$ cat src/rtl/vga_timing_pkg.sv
// Shared raster constants, counter widths and the visible-area decode
// used by both the current-position and lookahead paths.
package vga_timing_pkg;

    localparam int unsigned H_W = 11;
    localparam int unsigned V_W = 10;

    localparam int unsigned DEF_H_ACTIVE = 640;
    localparam int unsigned DEF_H_FP     = 16;
    localparam int unsigned DEF_H_SYNC   = 96;
    localparam int unsigned DEF_H_BP     = 48;
    localparam int unsigned DEF_V_ACTIVE = 480;
    localparam int unsigned DEF_V_FP     = 10;
    localparam int unsigned DEF_V_SYNC   = 2;
    localparam int unsigned DEF_V_BP     = 33;

    localparam int unsigned DEF_H_TOTAL = DEF_H_ACTIVE + DEF_H_FP + DEF_H_SYNC + DEF_H_BP;
    localparam int unsigned DEF_V_TOTAL = DEF_V_ACTIVE + DEF_V_FP + DEF_V_SYNC + DEF_V_BP;

    function automatic logic is_active(input logic [H_W-1:0] h, input logic [V_W-1:0] v,
                                       input int unsigned h_active, input int unsigned v_active);
        return (32'(h) < h_active) && (32'(v) < v_active);
    endfunction

endpackage

$ cat src/rtl/vga_position_counter.sv
// Row-major h/v wrap counter with a configurable reset position.
// The next position is exported so the owner can register its decode on the same edge.
module vga_position_counter
    import vga_timing_pkg::*;
#(
    parameter int unsigned H_TOTAL = DEF_H_TOTAL,
    parameter int unsigned V_TOTAL = DEF_V_TOTAL,
    parameter int unsigned RST_H   = DEF_H_TOTAL - 1,
    parameter int unsigned RST_V   = DEF_V_TOTAL - 1
) (
    input  logic           clk,
    input  logic           rst,
    input  logic           step,
    output logic [H_W-1:0] h,
    output logic [V_W-1:0] v,
    output logic [H_W-1:0] h_next_c,
    output logic [V_W-1:0] v_next_c
);

    always_comb begin
        h_next_c = h;
        v_next_c = v;
        if (rst) begin
            h_next_c = H_W'(RST_H);
            v_next_c = V_W'(RST_V);
        end else if (step) begin
            if (h == H_W'(H_TOTAL - 1)) begin
                h_next_c = '0;
                v_next_c = (v == V_W'(V_TOTAL - 1)) ? '0 : v + V_W'(1);
            end else begin
                h_next_c = h + H_W'(1);
            end
        end
    end

    always_ff @(posedge clk) begin
        if (rst) begin
            h <= H_W'(RST_H);
            v <= V_W'(RST_V);
        end else begin
            h <= h_next_c;
            v <= v_next_c;
        end
    end

endmodule

$ cat src/rtl/vga_timing_generator.sv
// Raster timing source: position counters, sync/visible decode and a
// lookahead fetch window that leads the visible area by FETCH_LEAD pixels.
module vga_timing_generator
    import vga_timing_pkg::*;
#(
    parameter int unsigned H_ACTIVE   = DEF_H_ACTIVE,
    parameter int unsigned H_FP       = DEF_H_FP,
    parameter int unsigned H_SYNC     = DEF_H_SYNC,
    parameter int unsigned H_BP       = DEF_H_BP,
    parameter int unsigned V_ACTIVE   = DEF_V_ACTIVE,
    parameter int unsigned V_FP       = DEF_V_FP,
    parameter int unsigned V_SYNC     = DEF_V_SYNC,
    parameter int unsigned V_BP       = DEF_V_BP,
    parameter logic        HSYNC_POL  = 1'b0,
    parameter logic        VSYNC_POL  = 1'b0,
    parameter int unsigned FETCH_LEAD = 2
) (
    input  logic           clk,
    input  logic           rst,
    input  logic           pixelEn,
    output logic [H_W-1:0] horizontalCount,
    output logic [V_W-1:0] verticalCount,
    output logic           HSYNC,
    output logic           VSYNC,
    output logic           displayActive,
    output logic           vblank,
    output logic           evenOrOdd,
    output logic           frameEnd
);

    localparam int unsigned H_TOTAL  = H_ACTIVE + H_FP + H_SYNC + H_BP;
    localparam int unsigned V_TOTAL  = V_ACTIVE + V_FP + V_SYNC + V_BP;
    localparam int unsigned HS_START = H_ACTIVE + H_FP;
    localparam int unsigned HS_END   = HS_START + H_SYNC;
    localparam int unsigned VS_START = V_ACTIVE + V_FP;
    localparam int unsigned VS_END   = VS_START + V_SYNC;

    // Lookahead reset is the current reset position advanced by FETCH_LEAD (wraps into line 0).
    localparam int unsigned LA_RST_H = (FETCH_LEAD == 0) ? H_TOTAL - 1 : FETCH_LEAD - 1;
    localparam int unsigned LA_RST_V = (FETCH_LEAD == 0) ? V_TOTAL - 1 : 0;

    if (FETCH_LEAD >= H_FP + H_SYNC + H_BP) begin : g_bad_lead
        $error("FETCH_LEAD must be below the horizontal blanking width");
    end
    if (H_TOTAL >= 2048) begin : g_bad_h_total
        $error("H_TOTAL must be below 2048");
    end
    if (V_TOTAL >= 1024) begin : g_bad_v_total
        $error("V_TOTAL must be below 1024");
    end

    logic [H_W-1:0] cur_h_nx;
    logic [V_W-1:0] cur_v_nx;
    logic [H_W-1:0] la_h_nx;
    logic [V_W-1:0] la_v_nx;
    logic [H_W-1:0] la_h_unused;
    logic [V_W-1:0] la_v_unused;

    vga_position_counter #(
        .H_TOTAL (H_TOTAL),
        .V_TOTAL (V_TOTAL),
        .RST_H   (H_TOTAL - 1),
        .RST_V   (V_TOTAL - 1)
    ) u_cur (
        .clk      (clk),
        .rst      (rst),
        .step     (pixelEn),
        .h        (horizontalCount),
        .v        (verticalCount),
        .h_next_c (cur_h_nx),
        .v_next_c (cur_v_nx)
    );

    vga_position_counter #(
        .H_TOTAL (H_TOTAL),
        .V_TOTAL (V_TOTAL),
        .RST_H   (LA_RST_H),
        .RST_V   (LA_RST_V)
    ) u_lookahead (
        .clk      (clk),
        .rst      (rst),
        .step     (pixelEn),
        .h        (la_h_unused),
        .v        (la_v_unused),
        .h_next_c (la_h_nx),
        .v_next_c (la_v_nx)
    );

    // Decode the position the counters are about to hold, so flags land on the same edge.
    always_ff @(posedge clk) begin
        HSYNC         <= ((32'(cur_h_nx) >= HS_START) && (32'(cur_h_nx) < HS_END)) ? HSYNC_POL : ~HSYNC_POL;
        VSYNC         <= ((32'(cur_v_nx) >= VS_START) && (32'(cur_v_nx) < VS_END)) ? VSYNC_POL : ~VSYNC_POL;
        displayActive <= is_active(cur_h_nx, cur_v_nx, H_ACTIVE, V_ACTIVE);
        vblank        <= is_active(la_h_nx, la_v_nx, H_ACTIVE, V_ACTIVE);
        evenOrOdd     <= cur_v_nx[0];
        frameEnd      <= (cur_h_nx == H_W'(H_ACTIVE)) && (cur_v_nx == V_W'(V_ACTIVE - 1));
    end

endmodule

$ cat config.mk
export PLATFORM = sky130hd
export DESIGN_NAME = vga_timing_generator
export DESIGN_NICKNAME = d
export VERILOG_FILES = /design/src/rtl/vga_timing_pkg.sv /design/src/rtl/vga_position_counter.sv /design/src/rtl/vga_timing_generator.sv
export SDC_FILE = /design/constraint.sdc
export NUM_CORES = 1
export LEC_CHECK = 0
export BUFFER_PORTS_ARGS = -buffer_cell sky130_fd_sc_hd__buf_4
export CAP_MARGIN = 25
export CORE_MARGIN = 3
export CORE_UTILIZATION = 60
export CTS_CLUSTER_DIAMETER = 40
export DETAILED_ROUTE_END_ITERATION = 12
export GPL_TIMING_DRIVEN = 0
export HOLD_SLACK_MARGIN = 0.03
export PLACE_DENSITY_LB_ADDON = 0.05
export SLEW_MARGIN = 10
export SYNTH_ARGS = -nofsm -noshare
export SYNTH_HDL_FRONTEND = slang
export SYNTH_HIERARCHICAL = 1
export SYNTH_SLANG_ARGS = --single-unit
$ cat constraint.sdc
create_clock -name clk -period 7.05 [get_ports clk]
set_input_delay 1.41 -clock clk [delete_from_list [all_inputs] [get_ports clk]]
set_output_delay 1.41 -clock clk [all_outputs]
set_load 0.005 [all_outputs]
==> results of run 1 <==
==> flip-flops by register name, indices dropped and copies added (netlist names) <==
signal and cells:
vblank 1, u_lookahead/h 11, VSYNC 1, evenOrOdd 1, u_cur/h 11, u_cur/v 10
u_lookahead/v 10, frameEnd 1, HSYNC 1, displayActive 1
==> layout make-up <==
class	instances	area, um^2
well taps	48	60.1
flip-flops and latches	48	961
clock inverters	1	7.51
plain buffers	11	58.8
multi-input cells	231	1450
fillers	289	956
repair buffers	29	218
inverters	9	33.8
clock buffers	7	86.3
==> path summary, 6_finish.rpt <==
path                                             startpoint  cells past startpoint                     endpoint  slack [ns]
worst max-delay path                                pixelEn                      9                VSYNC$_DFF_P_        3.38
worst min-delay path            u_lookahead/v[1]$_SDFF_PP0_                      2  u_lookahead/v[1]$_SDFF_PP0_        0.53
worst max register to register        u_cur/h[0]$_SDFF_PP1_                      9                VSYNC$_DFF_P_        3.52
worst min register to register  u_lookahead/v[1]$_SDFF_PP0_                      2  u_lookahead/v[1]$_SDFF_PP0_        0.53
==> power by group <==
part           switching (uW)  leakage (uW)  internal [uW]
sequential               19.2      0.000390            285
clock                    91.3     0.0000445           79.8
combinational            69.5      0.000611           52.6
==> worst register-to-register path, delay by kind of cell (launching register included) <==
family,cells,cell delay (ns)
AO/OA/AOI/OAI,1,0.15
adder cells (fa/ha/maj),1,0.25
buffers and inverters,1,0.15
flip-flops,1,0.44
AND/OR/NAND/NOR,6,2.42
==> routing by layer <==
layer,vias up,GRT usage,wire (um)
li1,1187,-,-
met1,1131,0.294,2580
met2,57,0.407,2900
met3,9,0.0483,298
met4,0,0.0939,100
met5,-,0,0
==> through the flow <==
step	hold slack, ns	cells
floorplan	0.468	299
global placement	0.492	376
detailed placement	0.508	376
CTS	0.521	384
global route	0.559	384
finish	0.525	384
==> impl_metrics.yaml, run 1 <==
run_status:
  outcome: "finished, final reports clean"
clock_network:
  clock_latency_ns: 0.30
  cts_buffers: 5
  cts_resized: 0
  cts_setup_buffers: 0
  clock_tree.root_cell: "clkbuf_8"
  clkSlewWorstSetupHoldPaths_ns: 0.09
  hold_buffers: 0
  htreeDepth: 2
  cts_tree: "yes"
  cts.sinks: 48
  cts.path.max_buffers: 2
sta:
  rsz0062_at_grt: "no"
  tightest_slew_ns: 0.894
  setup_viol: 0
  hold_viol: 0
  tns_ns: 0
  setup_slack_ns: 3.38
  skew_ns: 0.00634
  slew_headroom: 0.398
  finalCritPeriodShare: 0.521
  fmax_mhz: 272
  min_period_ns: 3.67
  drv_slew: 0
place:
  hpwl_mm: 4.15
  gp_congestion: 0.874
  pre_cts_ws_ns: 3.07
  postPlaceCellArea_um2: 2780
  numPortBuffers: 29
synth:
  netlist_area_um2: 2500
  syn_nets: 308
  synth_cells: 299
  avgSynthCellArea_um2: 8.36
  yosys_warnings: 6
layout:
  fin_area_um2: 2870
  fin_util: 0.750
  insertedDiodeCount: 0
  fin_nets: 344
  synthToLayoutAreaGrowth_pct: 14.9
  drive_gt1_frac: 0.158
  layout_common_cells: "dfxtp_1, a21oi_1, buf_4"
  layout_commonest_cell: "dfxtp_1"
global_routing:
  grt_max_degree: 15
  grt_pass1_vias: 2250
  antenna_found_initial: 0
  overflow: 0
  grt_use_total: 0.238
  grt_pass1_wl_mm: 9.78
detailed_routing:
  via_per_inst: 6.21
  drt-wirelength-per-cell_um: 15.3
  drt-initial-drc-count: 257
  ant_nets: 0
  firstDrtPassIters: 6
  vias: 2384
  drt_wl_total_mm: 5.88
  drc: 0
die:
  rows: 22
  pin_count: 30
  die_h_um: 70.5
  die_w_um: 70.5
  core_area_um2: 3830
  die_area_um2: 4970
  start_util: 0.653
worst_setup_path:
  slowest_stage: "or4_4"
  cp.buffers_inverters: 2
  crit_family: "simple AND/OR/NAND/NOR gates"
  crit_chain: "buf_4, nand3_1, or4_4, buf_6, or4_4, a21oi_1, and4b_1, nand3_1, or4_1"
  end_kind: "flip-flop"
  arrival_ns: 3.84
  crit_path_start_kind: "input pin"
  max_stage_delay_ns: 0.51
  critPathMaxFanout: 13
  crit_required_ns: 7.22
  crit_type: "input pin to flip-flop"
run:
  drv_cap: 0
power:
  fin_total_pwr_uw: 597
  p_leak_uw: 0.00104
  vdd_drop_max_mv: 0.123
  p_per_area_nw_per_um2: 208
worst_hold_path:
  min_path_type: "flip-flop to flip-flop"
Note: power is estimated with default switching activity, not from simulation.
==> run 2: changes to the inputs <==
ABC_AREA = 1   (was unset)
CORE_UTILIZATION = 53   (was 60)
clock period = 3.1 ns   (was 7.05 ns; I/O delays follow)
==> run 2 against run 1 <==
  * Non-clock buffer count down 3
  * First-iteration DRC count down 35%
  * Clock-buffer cell count down 1
  * Final cell count up 44%
  * Flip-flop and latch count unchanged
  * Critical path type is now flip-flop to flip-flop
  * Critical endpoint unchanged
==> impl_metrics.yaml, run 2 <==
detailed_routing:
  drc: 0
  drt-initial-drc-count: 168
  firstDrtPassIters: 5
  ant_nets: 0
  vias: 2910
  via_per_inst: 5.26
  drt-wirelength-per-cell_um: 12.0
  drt_wl_total_mm: 6.64
sta:
  tns_ns: 0
  drv_slew: 0
  setup_viol: 0
  min_period_ns: 2.21
  hold_viol: 0
  finalCritPeriodShare: 0.712
  fmax_mhz: 453
  rsz0062_at_grt: "no"
  skew_ns: 0.0100
  slew_headroom: 0.695
  tightest_slew_ns: 0.458
worst_setup_path:
  arrival_ns: 2.40
  crit_path_start_kind: "flip-flop"
  critPathMaxFanout: 7
  crit_type: "flip-flop to flip-flop"
  crit_required_ns: 3.29
  end_kind: "flip-flop"
synth:
  netlist_area_um2: 2950
  synth_cells: 446
  avgSynthCellArea_um2: 6.61
  yosys_warnings: 6
  syn_nets: 455
clock_network:
  clock_latency_ns: 0.30
  cts_tree: "yes"
  hold_buffers: 0
  clkSlewWorstSetupHoldPaths_ns: 0.10
  htreeDepth: 2
  cts_buffers: 5
  cts.sinks: 48
  clock_tree.root_cell: "clkbuf_8"
  cts_resized: 0
  cts.path.max_buffers: 2
  cts_setup_buffers: 0
global_routing:
  grt_max_degree: 16
  overflow: 0
  grt_pass1_vias: 2668
  grt_pass1_wl_mm: 11.5
  grt_use_total: 0.221
  antenna_found_initial: 0
layout:
  instances_no_fill: 553
  fin_nets: 491
  layout_common_cells: "nand2_1, nor2_1, inv_1"
  fillCellCount: 523
  largestRegisters: "u_cur/h (11), u_lookahead/h (11)"
  synthToLayoutAreaGrowth_pct: 13.7
  layout_commonest_cell: "nand2_1"
  fin_area_um2: 3350
  drive_gt1_frac: 0.159
  fin_util: 0.640
  insertedDiodeCount: 0
place:
  postPlaceCellArea_um2: 3250
  dp_cells: 545
  hpwl_mm: 5.21
  gp_congestion: 0.872
  numPortBuffers: 29
die:
  start_util: 0.563
  core_area_um2: 5240
  die_w_um: 80.6
  die_h_um: 80.6
  pin_count: 30
  die_area_um2: 6490
  rows: 26
run_status:
  outcome: "finished, final reports clean"
power:
  fin_total_pwr_uw: 1440
  p_leak_uw: 0.00145
  vdd_drop_max_mv: 0.332
  p_per_area_nw_per_um2: 430
worst_hold_path:
  min_path_type: "flip-flop to flip-flop"
run:
  drv_cap: 0
run 2: critical path, stage by stage (launching register included):
cell and delay [ns]:
dfxtp_1 0.43, ha_1 0.36, nand2_2 0.11, nor2_4 0.15, nand3_2 0.12, nor2_1 0.18
nor2_1 0.10, nand3_1 0.11, nand2_1 0.12, nor2_1 0.12, nand2_1 0.09, nor2_1 0.12
nand3_1 0.09
run 2: metal layers:
| metal | up-vias | global-route usage | wire (um) |
|---|---|---|---|
| met3 | 6 | 0.0370 | 267 |
| met4 | 0 | 0.0422 | 42 |
| met5 | - | 0 | 0 |
| li1 | 1518 | - | - |
| met1 | 1331 | 0.268 | 2900 |
| met2 | 55 | 0.408 | 3430 |
run 2: path summary, 6_finish.rpt:
check	start	endpoint	slack (ns)	cells after the start
worst max register to register	u_cur/h[0]$_SDFF_PP1_	VSYNC$_DFF_P_	0.89	12
worst max-delay path	u_cur/h[0]$_SDFF_PP1_	VSYNC$_DFF_P_	0.89	12
worst min register to register	u_lookahead/v[9]$_SDFF_PP0_	u_lookahead/v[9]$_SDFF_PP0_	0.52	2
worst min-delay path	u_lookahead/v[9]$_SDFF_PP0_	u_lookahead/v[9]$_SDFF_PP0_	0.52	2
run 2: power breakdown:
part / internal, uW / switching (uW) / total, uW / leakage (uW)
Combinational: 128 / 220 / 348 / 0.00101
Sequential: 650 / 44.8 / 695 / 0.000391
Clock: 181 / 217 / 398 / 0.0000434
Total: 959 / 482 / 1440 / 0.00145
run 2: area by class of cell:
type,count,area [um^2],share of cell area
timing repair buffer,29,218,0.0650
multi-input combinational,327,1700,0.507
inverter,63,246,0.0736
clock buffer,6,82.6,0.0247
buffer,8,40.0,0.0120
sequential,48,961,0.287
tap,70,87.6,0.0261
clock inverter,2,15.0,0.00448
run 2: per-stage QoR:
step / hold slack [ns] / worst slack, ns
after floorplan: 0.460 / 1.29
after global placement: 0.490 / 0.826
after detailed placement: 0.498 / 0.811
after CTS: 0.511 / 0.885
after global routing: 0.537 / 0.677
final: 0.515 / 0.892
